### src/rtl/sr04_report_sequencer.sv
`timescale 1ns/1ps
`default_nettype none
// ============================================================================
// Module      : sr04_report_sequencer
// Description : Periodic HC-SR04 measurement scheduler, BCD conversion, 7-byte
//               UART report streamer and proximity alarm with hysteresis.
// Revision    : 1.0 - initial release
// ============================================================================
module sr04_report_sequencer #(
    parameter int PERIOD_CYC  = 600000,
    parameter int TIMEOUT_CYC = 360000,
    parameter int ALARM_NEAR  = 5,
    parameter int ALARM_FAR   = 8
) (
    input  logic        clk,
    input  logic        rst,
    input  logic        start_en,
    output logic        measure,
    input  logic        sensor_ready,
    input  logic [15:0] distance_cm,
    output logic [7:0]  tx_data,
    output logic        tx_valid,
    input  logic        tx_ready,
    output logic [15:0] last_distance,
    output logic        timeout_flag,
    output logic        alarm,
    output logic        busy
);

    localparam int c_PW = (PERIOD_CYC > 1) ? $clog2(PERIOD_CYC) : 1;
    localparam int c_TW = (TIMEOUT_CYC > 1) ? $clog2(TIMEOUT_CYC) : 1;
    localparam logic [c_PW-1:0] c_PERIOD_LAST  = c_PW'(PERIOD_CYC - 1);
    localparam logic [c_TW-1:0] c_TIMEOUT_LAST = c_TW'(TIMEOUT_CYC - 1);
    localparam logic [15:0]     c_NEAR         = 16'(ALARM_NEAR);
    localparam logic [15:0]     c_FAR          = 16'(ALARM_FAR);

    typedef enum logic [2:0] {
        S_IDLE     = 3'd0,
        S_TRIG     = 3'd1,
        S_WAIT_RDY = 3'd2,
        S_CONVERT  = 3'd3,
        S_SEND     = 3'd4
    } state_t;

    state_t          r_state;
    logic [c_PW-1:0] r_period_cnt;
    logic [c_TW-1:0] r_timeout_cnt;
    logic            r_rdy_d;
    logic [15:0]     r_value;
    logic [1:0]      r_place;
    logic [19:0]     r_digits;
    logic [2:0]      r_byte_idx;
    logic            w_tick;
    logic [2:0]      w_dsel;

    assign w_tick = start_en && (r_period_cnt == c_PERIOD_LAST);
    assign w_dsel = 3'd4 - {1'b0, r_place};

    function automatic logic [15:0] place_value(input logic [1:0] idx);
        case (idx)
            2'd0:    place_value = 16'd10000;
            2'd1:    place_value = 16'd1000;
            2'd2:    place_value = 16'd100;
            default: place_value = 16'd10;
        endcase
    endfunction

    // ASCII is the digit with high nibble 3; a digit of 4'hF yields '?'.
    function automatic logic [7:0] frame_byte(input logic [2:0] idx, input logic [19:0] d);
        case (idx)
            3'd0:    frame_byte = {4'h3, d[19:16]};
            3'd1:    frame_byte = {4'h3, d[15:12]};
            3'd2:    frame_byte = {4'h3, d[11:8]};
            3'd3:    frame_byte = {4'h3, d[7:4]};
            3'd4:    frame_byte = {4'h3, d[3:0]};
            3'd5:    frame_byte = 8'h0D;
            default: frame_byte = 8'h0A;
        endcase
    endfunction

    always_ff @(posedge clk) begin
        if (rst || !start_en || w_tick) begin
            r_period_cnt <= '0;
        end else begin
            r_period_cnt <= r_period_cnt + 1'b1;
        end
    end

    always_ff @(posedge clk) begin
        if (rst) begin
            r_state       <= S_IDLE;
            r_timeout_cnt <= '0;
            r_rdy_d       <= 1'b0;
            r_value       <= '0;
            r_place       <= '0;
            r_digits      <= '0;
            r_byte_idx    <= '0;
            measure       <= 1'b0;
            tx_data       <= 8'h00;
            tx_valid      <= 1'b0;
            last_distance <= '0;
            timeout_flag  <= 1'b0;
            alarm         <= 1'b0;
            busy          <= 1'b0;
        end else begin
            r_rdy_d <= sensor_ready;
            measure <= 1'b0;
            case (r_state)
                S_IDLE: begin
                    if (w_tick) begin
                        r_state <= S_TRIG;
                        measure <= 1'b1;
                        busy    <= 1'b1;
                    end
                end
                S_TRIG: begin
                    r_timeout_cnt <= '0;
                    r_state       <= S_WAIT_RDY;
                end
                S_WAIT_RDY: begin
                    if (sensor_ready && !r_rdy_d) begin
                        r_value       <= distance_cm;
                        last_distance <= distance_cm;
                        timeout_flag  <= 1'b0;
                        if (distance_cm <= c_NEAR) begin
                            alarm <= 1'b1;
                        end else if (distance_cm >= c_FAR) begin
                            alarm <= 1'b0;
                        end
                        r_place  <= '0;
                        r_digits <= '0;
                        r_state  <= S_CONVERT;
                    end else if (r_timeout_cnt == c_TIMEOUT_LAST) begin
                        timeout_flag <= 1'b1;
                        r_digits     <= {5{4'hF}};
                        r_byte_idx   <= '0;
                        tx_data      <= 8'h3F;
                        tx_valid     <= 1'b1;
                        r_state      <= S_SEND;
                    end else begin
                        r_timeout_cnt <= r_timeout_cnt + 1'b1;
                    end
                end
                S_CONVERT: begin
                    if (r_value >= place_value(r_place)) begin
                        r_value                  <= r_value - place_value(r_place);
                        r_digits[w_dsel*4 +: 4]  <= r_digits[w_dsel*4 +: 4] + 4'd1;
                    end else if (r_place == 2'd3) begin
                        r_digits[3:0] <= r_value[3:0];
                        r_byte_idx    <= '0;
                        tx_data       <= {4'h3, r_digits[19:16]};
                        tx_valid      <= 1'b1;
                        r_state       <= S_SEND;
                    end else begin
                        r_place <= r_place + 1'b1;
                    end
                end
                S_SEND: begin
                    if (tx_valid && tx_ready) begin
                        if (r_byte_idx == 3'd6) begin
                            tx_valid <= 1'b0;
                            busy     <= 1'b0;
                            r_state  <= S_IDLE;
                        end else begin
                            r_byte_idx <= r_byte_idx + 1'b1;
                            tx_data    <= frame_byte(r_byte_idx + 3'd1, r_digits);
                        end
                    end
                end
                default: begin
                    r_state <= S_IDLE;
                end
            endcase
        end
    end

endmodule
`default_nettype wire
### config.mk
export PLATFORM = sky130hd
export DESIGN_NAME = sr04_report_sequencer
export DESIGN_NICKNAME = d
export VERILOG_FILES = /design/src/rtl/sr04_report_sequencer.sv
export SDC_FILE = /design/constraint.sdc
export NUM_CORES = 1
export LEC_CHECK = 0
export CORE_AREA = 2 2 178 145
export CTS_CLUSTER_SIZE = 8
export DETAILED_ROUTE_END_ITERATION = 10
export DIE_AREA = 0 0 180 147
export PLACE_DENSITY = 0.48
export SYNTH_ARGS = -nofsm -noshare
export SYNTH_HDL_FRONTEND = slang
export SYNTH_SLANG_ARGS = --single-unit
### constraint.sdc
create_clock -name clk -period 3.73 [get_ports clk]
set_clock_uncertainty 0.1 [all_clocks]
set_input_delay 0.373 -clock clk [delete_from_list [all_inputs] [get_ports clk]]
set_output_delay 0.373 -clock clk [all_outputs]
set_load 0.1 [all_outputs]
Word-level counts from Yosys, hierarchy flattened --
Index checks and enable logic that the tools add are counted.
Storage, ports and cells: flip-flop bits (word level) 113, input bits 21, output and inout port bits 29, word-level logic and storage cells 148
Operators by class: add/subtract/negate cells 8, order comparisons 3, equal/unequal tests 29, shift-type cells 3, mux-type cells 59, bitwise logic cells 1, reduce and logical (&&, ||, !) cells 29
Operators with widths (count):
- two-way mux 16 bit | 8
- two-way mux 8 bit | 6
- one-hot mux 14 bit (3 select lines) | 1
- two-way mux 20 bit | 2
- one-hot mux 20 bit (2 select lines) | 1
- two-way mux 3 bit | 13
- two-way mux 19 bit | 2
- one-hot mux 19 bit (2 select lines) | 1
- one-hot mux 6 bit (6 select lines) | 1
- negator 5 -> 34 bit | 1
- variable shift 4 x 34 -> 20 bit (first input constant) | 1
- variable part select 4 x 34 -> 20 bit | 1
- one-hot mux 16 bit (2 select lines) | 1
- != test 2 bit (second input constant) | 12
- one-hot mux 8 bit (3 select lines) | 1
- adder 20 x 1 -> 20 bit (second input constant) | 1
- bitwise mux 20 bit | 1
- == test 20 bit (second input constant) | 1
- variable part select 20 x 6 -> 4 bit | 1
- adder 19 x 1 -> 19 bit (second input constant) | 1
- == test 19 bit (second input constant) | 1
- greater-or-equal comparator 16 bit | 1
- greater-or-equal comparator 16 x 4 -> 1 bit (second input constant) | 1
- <= comparator 16 x 3 -> 1 bit (second input constant) | 1
- other kinds (33) | 71

Longest topological paths before layout --
depth in word-level cells 11, mapped depth 14, depth with buffers taken out 12

Least setup slack after synthesis --
OpenSTA, ideal clock, no wires.
path kind reg-to-reg, start register r_place[0], end register r_byte_idx[2], arrival time 3473 ps, data required time 3559 ps, setup slack 86 ps, stages on the path, launching flop included 14, buffers on the path 2, period minus slack after synthesis 3644 ps, cells stage by stage dfxtp_1 > inv_1 > ha_1 > clkbuf_1 > o21ai_0 > ha_1 > a21o_1 > a211oi_1 > o211ai_1 > o211a_1 > o21a_1 > clkbuf_1 > or4_1 > a21oi_1
On the way: longest elaborated chain between the ends 7, elaborated cells between the ends (all ways) 11, those cells by class order compare: 1; eq/ne: 5; mux: 3; reduce/logical: 2
Ends and longest elaborated chain:
- from (decl) | RTL line 50 | logic [1:0] r_place;
- from (signal assigned) | RTL line 155 | r_place <= r_place + 1'b1;
- == test 2 bit, or another cell as far along | RTL line 60 | case (idx)
- one-hot mux 14 bit (3 select lines) | RTL line 60
- two-way mux 16 bit | RTL line 108 | case (r_state)
- two-way mux 16 bit | RTL line 90 | if (rst) begin
- greater-or-equal comparator 16 bit | RTL line 145 | if (r_value >= place_value(r_place)) begin
- != test 2 bit (no line)
- AND reduction 7 bit (no line) *
- to (signal assigned) | RTL line 165 | r_byte_idx <= r_byte_idx + 1'b1;
- to (decl) | RTL line 52 | logic [2:0] r_byte_idx;
Mark *: on every way between the ends. The rest lies on a longest branch, timed or not. The select of a mux whose other input is x is not followed. A chain may end at the register's enable or synchronous reset.

Worst setup path in the final report --
Ends and elaborated chain as after synthesis.

==> flow_summary.yaml <==
outcome:
  status: "finished, final reports clean"
synthesis:
  ys.flop_type: "dfxtp_1"
  synth_compound_area_share_pct: 21.1
  async_flop_share_pct: 0
  synth-simple-area-share_pct: 25.2
  yosys_warnings: 0
  synthAdderAreaFrac_pct: 5.85
  postSynthCellCount: 771
  netlist_area_um2: 6120
  yosysSeqAreaShare_pct: 36.0
  synth_seq_cells: 110
  synth_xor_area_share_pct: 5.72
  synthTopCellsByCount: "110 x dfxtp_1, 96 x nand2_1, 89 x nor2_1, 74 x a21oi_1, 33 x clkbuf_1"
  synth_top_area_share_pct: 36.0
  yosysMostFrequentCell: "dfxtp_1"
  synth_top_family_by_area: "simple AND/OR/NAND/NOR gates"
  synth.distinct_cells: 65
  synth_mux_area_share_pct: 2.37
  avgSynthCellArea_um2: 7.94
  yosys-top-cells-area: "dfxtp_1 36%, a21oi_1 6.1%, nand2_1 5.9%"
  synth_edf_count: 0
  synth_top_cell_by_area: "dfxtp_1"
placement:
  dp_hpwl_mm: 13.5
  place_ws_ps: 4.97
  port_buffers: 47
  place.gp.congestion: 0.836
setup_path:
  path_class: "flip-flop to flip-flop"
  cp.required_ps: 3930
  arrival_ps: 3710
  path_cells: "inv_1 -> buf_4 -> ha_1 -> inv_1 -> ha_1 -> a2111oi_1 -> o211ai_1 -> o211a_1 -> o21a_1 -> or4_1 -> a21oi_1"
  max_stage_delay_ps: 530
  cp_slowest_cell: "a2111oi_1"
  cp_max_fo: 7
  cp-end-kind: "flip-flop"
  start_kind: "flip-flop"
clocking:
  cts_buffers: 9
  cts_hold_buf: 0
  clkSlewWorstSetupHoldPaths_ps: 80
  h-tree-depth: 3
  clockBufferDepth: 2
  clock_latency_ps: 370
  cts_tree: "built"
  clock-sinks: 110
  clockRootBuffer: "clkbuf_16"
timing:
  finalHoldViolCount: 0
  maxSlewViolCount: 0
  post-route-min-period_ps: 3510
  relSlewSlack_pct: 32.6
  setup_slack_ps: 218
  finalCritPeriodShare_pct: 94.2
  rsz0062_at_grt: "true"
  setup_viol: 0
  tightestPinTransition_ps: 1010
  fmax_mhz: 285
  setup_tns_ps: 0
global_routing:
  grt_max_degree: 41
  grt_overflow_total: 0
  track_usage_pct: 13.8
  antenna_found_initial: 0
  grt_pass1_vias: 5201
  grt_pass1_wl_mm: 29.2
floorplanning:
  rows: 52
  fp.dieH_um: 147
  ios: 50
  start_util_pct: 24.7
  die_area_um2: 26500
  core_area_um2: 24800
  die_x_um: 180
layout:
  nNetsFinal: 867
  layout-drive-gt1-share_pct: 7.06
  antennaDiodeCount: 0
  areaGrowthSynthToFinish_pct: 20.4
route:
  ant_nets: 0
  dr.first_iter.drc_count: 486
  viasPerCell: 4.91
  drt_pass1_iterations: 5
  totalWireLength_mm: 18.1
  via_count: 5629
  wl_per_cell_um: 15.8
  drcViolationCount: 0
pwr:
  peakVddDrop_uv: 196
  power_leakage_nw: 2.48
  powerDensity_nw_per_um2: 315
  p_total_mw: 2.32
flow_run:
  drv_cap: 0
hold_path:
  holdCritPathClass: "flip-flop to flip-flop"
-- power breakdown --
| part | internal [mW] | leakage (nW) | switching, mW |
|---|---|---|---|
| Clock | 0.590 | 0.153 | 0.465 |
| Sequential | 1.17 | 0.886 | 0.00132 |
| Combinational | 0.0288 | 1.44 | 0.0581 |
-- kinds of logic after synthesis --
group,after synthesis
and+or+nand+nor,318
AOI/OAI and AO/OA,203
DFF,110
buffers and inverters,58
xor gates and xnor gates,40
adders and majority gates,28
muxes,13
other,1
-- stage by stage --
stage | utilization, % | hold slack, ps | std cells | instance area [um2]
2_1_floorplan | - | 330 | 772 | 6120
3_3_place_gp | 28.4 | 339 | 1131 | 7040
3_5_place_dp | 28.4 | 344 | 1131 | 7040
4_1_cts | 29.6 | 361 | 1146 | 7350
5_1_grt | 29.7 | 376 | 1146 | 7370
6_report | 29.7 | 353 | 1146 | 7370
-- state kept, by name, indices dropped and copies added (netlist names) --
signal,count
tx_valid,1
alarm,1
r_state,3
measure,1
r_timeout_cnt,19
r_digits,20
r_period_cnt,20
tx_data,5
busy,1
r_byte_idx,3
r_rdy_d,1
timeout_flag,1
last_distance,16
r_value,16
r_place,2
-- worst paths after layout --
check / start / end / slack [ps] / cells past startpoint
worst min-delay path: alarm / alarm / 350 / 1
worst max-delay path: r_place[0] / r_byte_idx[2] / 220 / 11
worst min register to register: alarm / alarm / 350 / 1
worst max register to register: r_place[0] / r_byte_idx[2] / 220 / 11
-- worst max-delay path, delay by kind of cell, from the launching register on --
family	cells	cell delay, ps
simple gates	1	510
flops	1	410
buf+inv	3	400
fa+ha+maj	2	570
compound gates	5	1460
-- cells in the final DEF, fill, tap and decap left out, types with 4 or more instances in the layout --
master and n:
a211oi_1 25, a21o_1 8, a21oi_1 74, a22o_1 4, a311oi_1 8, a31oi_1 8, and2_1 8, and3_1 10
buf_4 26, clkbuf_16 9, clkdlybuf4s50_1 46, dfxtp_1 110, ha_1 27, inv_1 20, mux2i_1 10, nand2_1 96
nand2b_1 8, nand3_1 19, nand3b_1 5, nand4_1 11, nand4b_1 4, nor2_1 89, nor2b_1 10, nor3_1 21
nor4_1 14, o2111ai_1 4, o211ai_1 4, o21a_1 5, o21ai_0 30, o31ai_1 7, or3_1 4, or4_1 4
xnor2_1 29, xor2_1 11
-- metal layers --
layer / vias to the layer above / global-route usage (%) / share of wire (%)
li1: 2862 / - / -
met1: 2641 / 20.9 / 55
met2: 111 / 18.9 / 39
met3: 15 / 3.42 / 5.3
met4: 0 / 3.86 / 1.1
met5: - / 0 / 0
-- final cells by class --
type / instances / area (um2)
Fill cell: 2689 / 17400
Multi-Input combinational cell: 604 / 3710
Inverter: 20 / 75.1
Tap cell: 324 / 405
Timing Repair Buffer: 73 / 661
Clock buffer: 10 / 229
Sequential cell: 110 / 2200
Clock inverter: 5 / 82.6
-- timing repair --
item | in CTS | in global routing
buffers inserted | 0 | 0
setup endpoints to repair | 1 | 42
resized for setup | 1 | 6
Note: power is estimated with default switching activity, not from simulation.
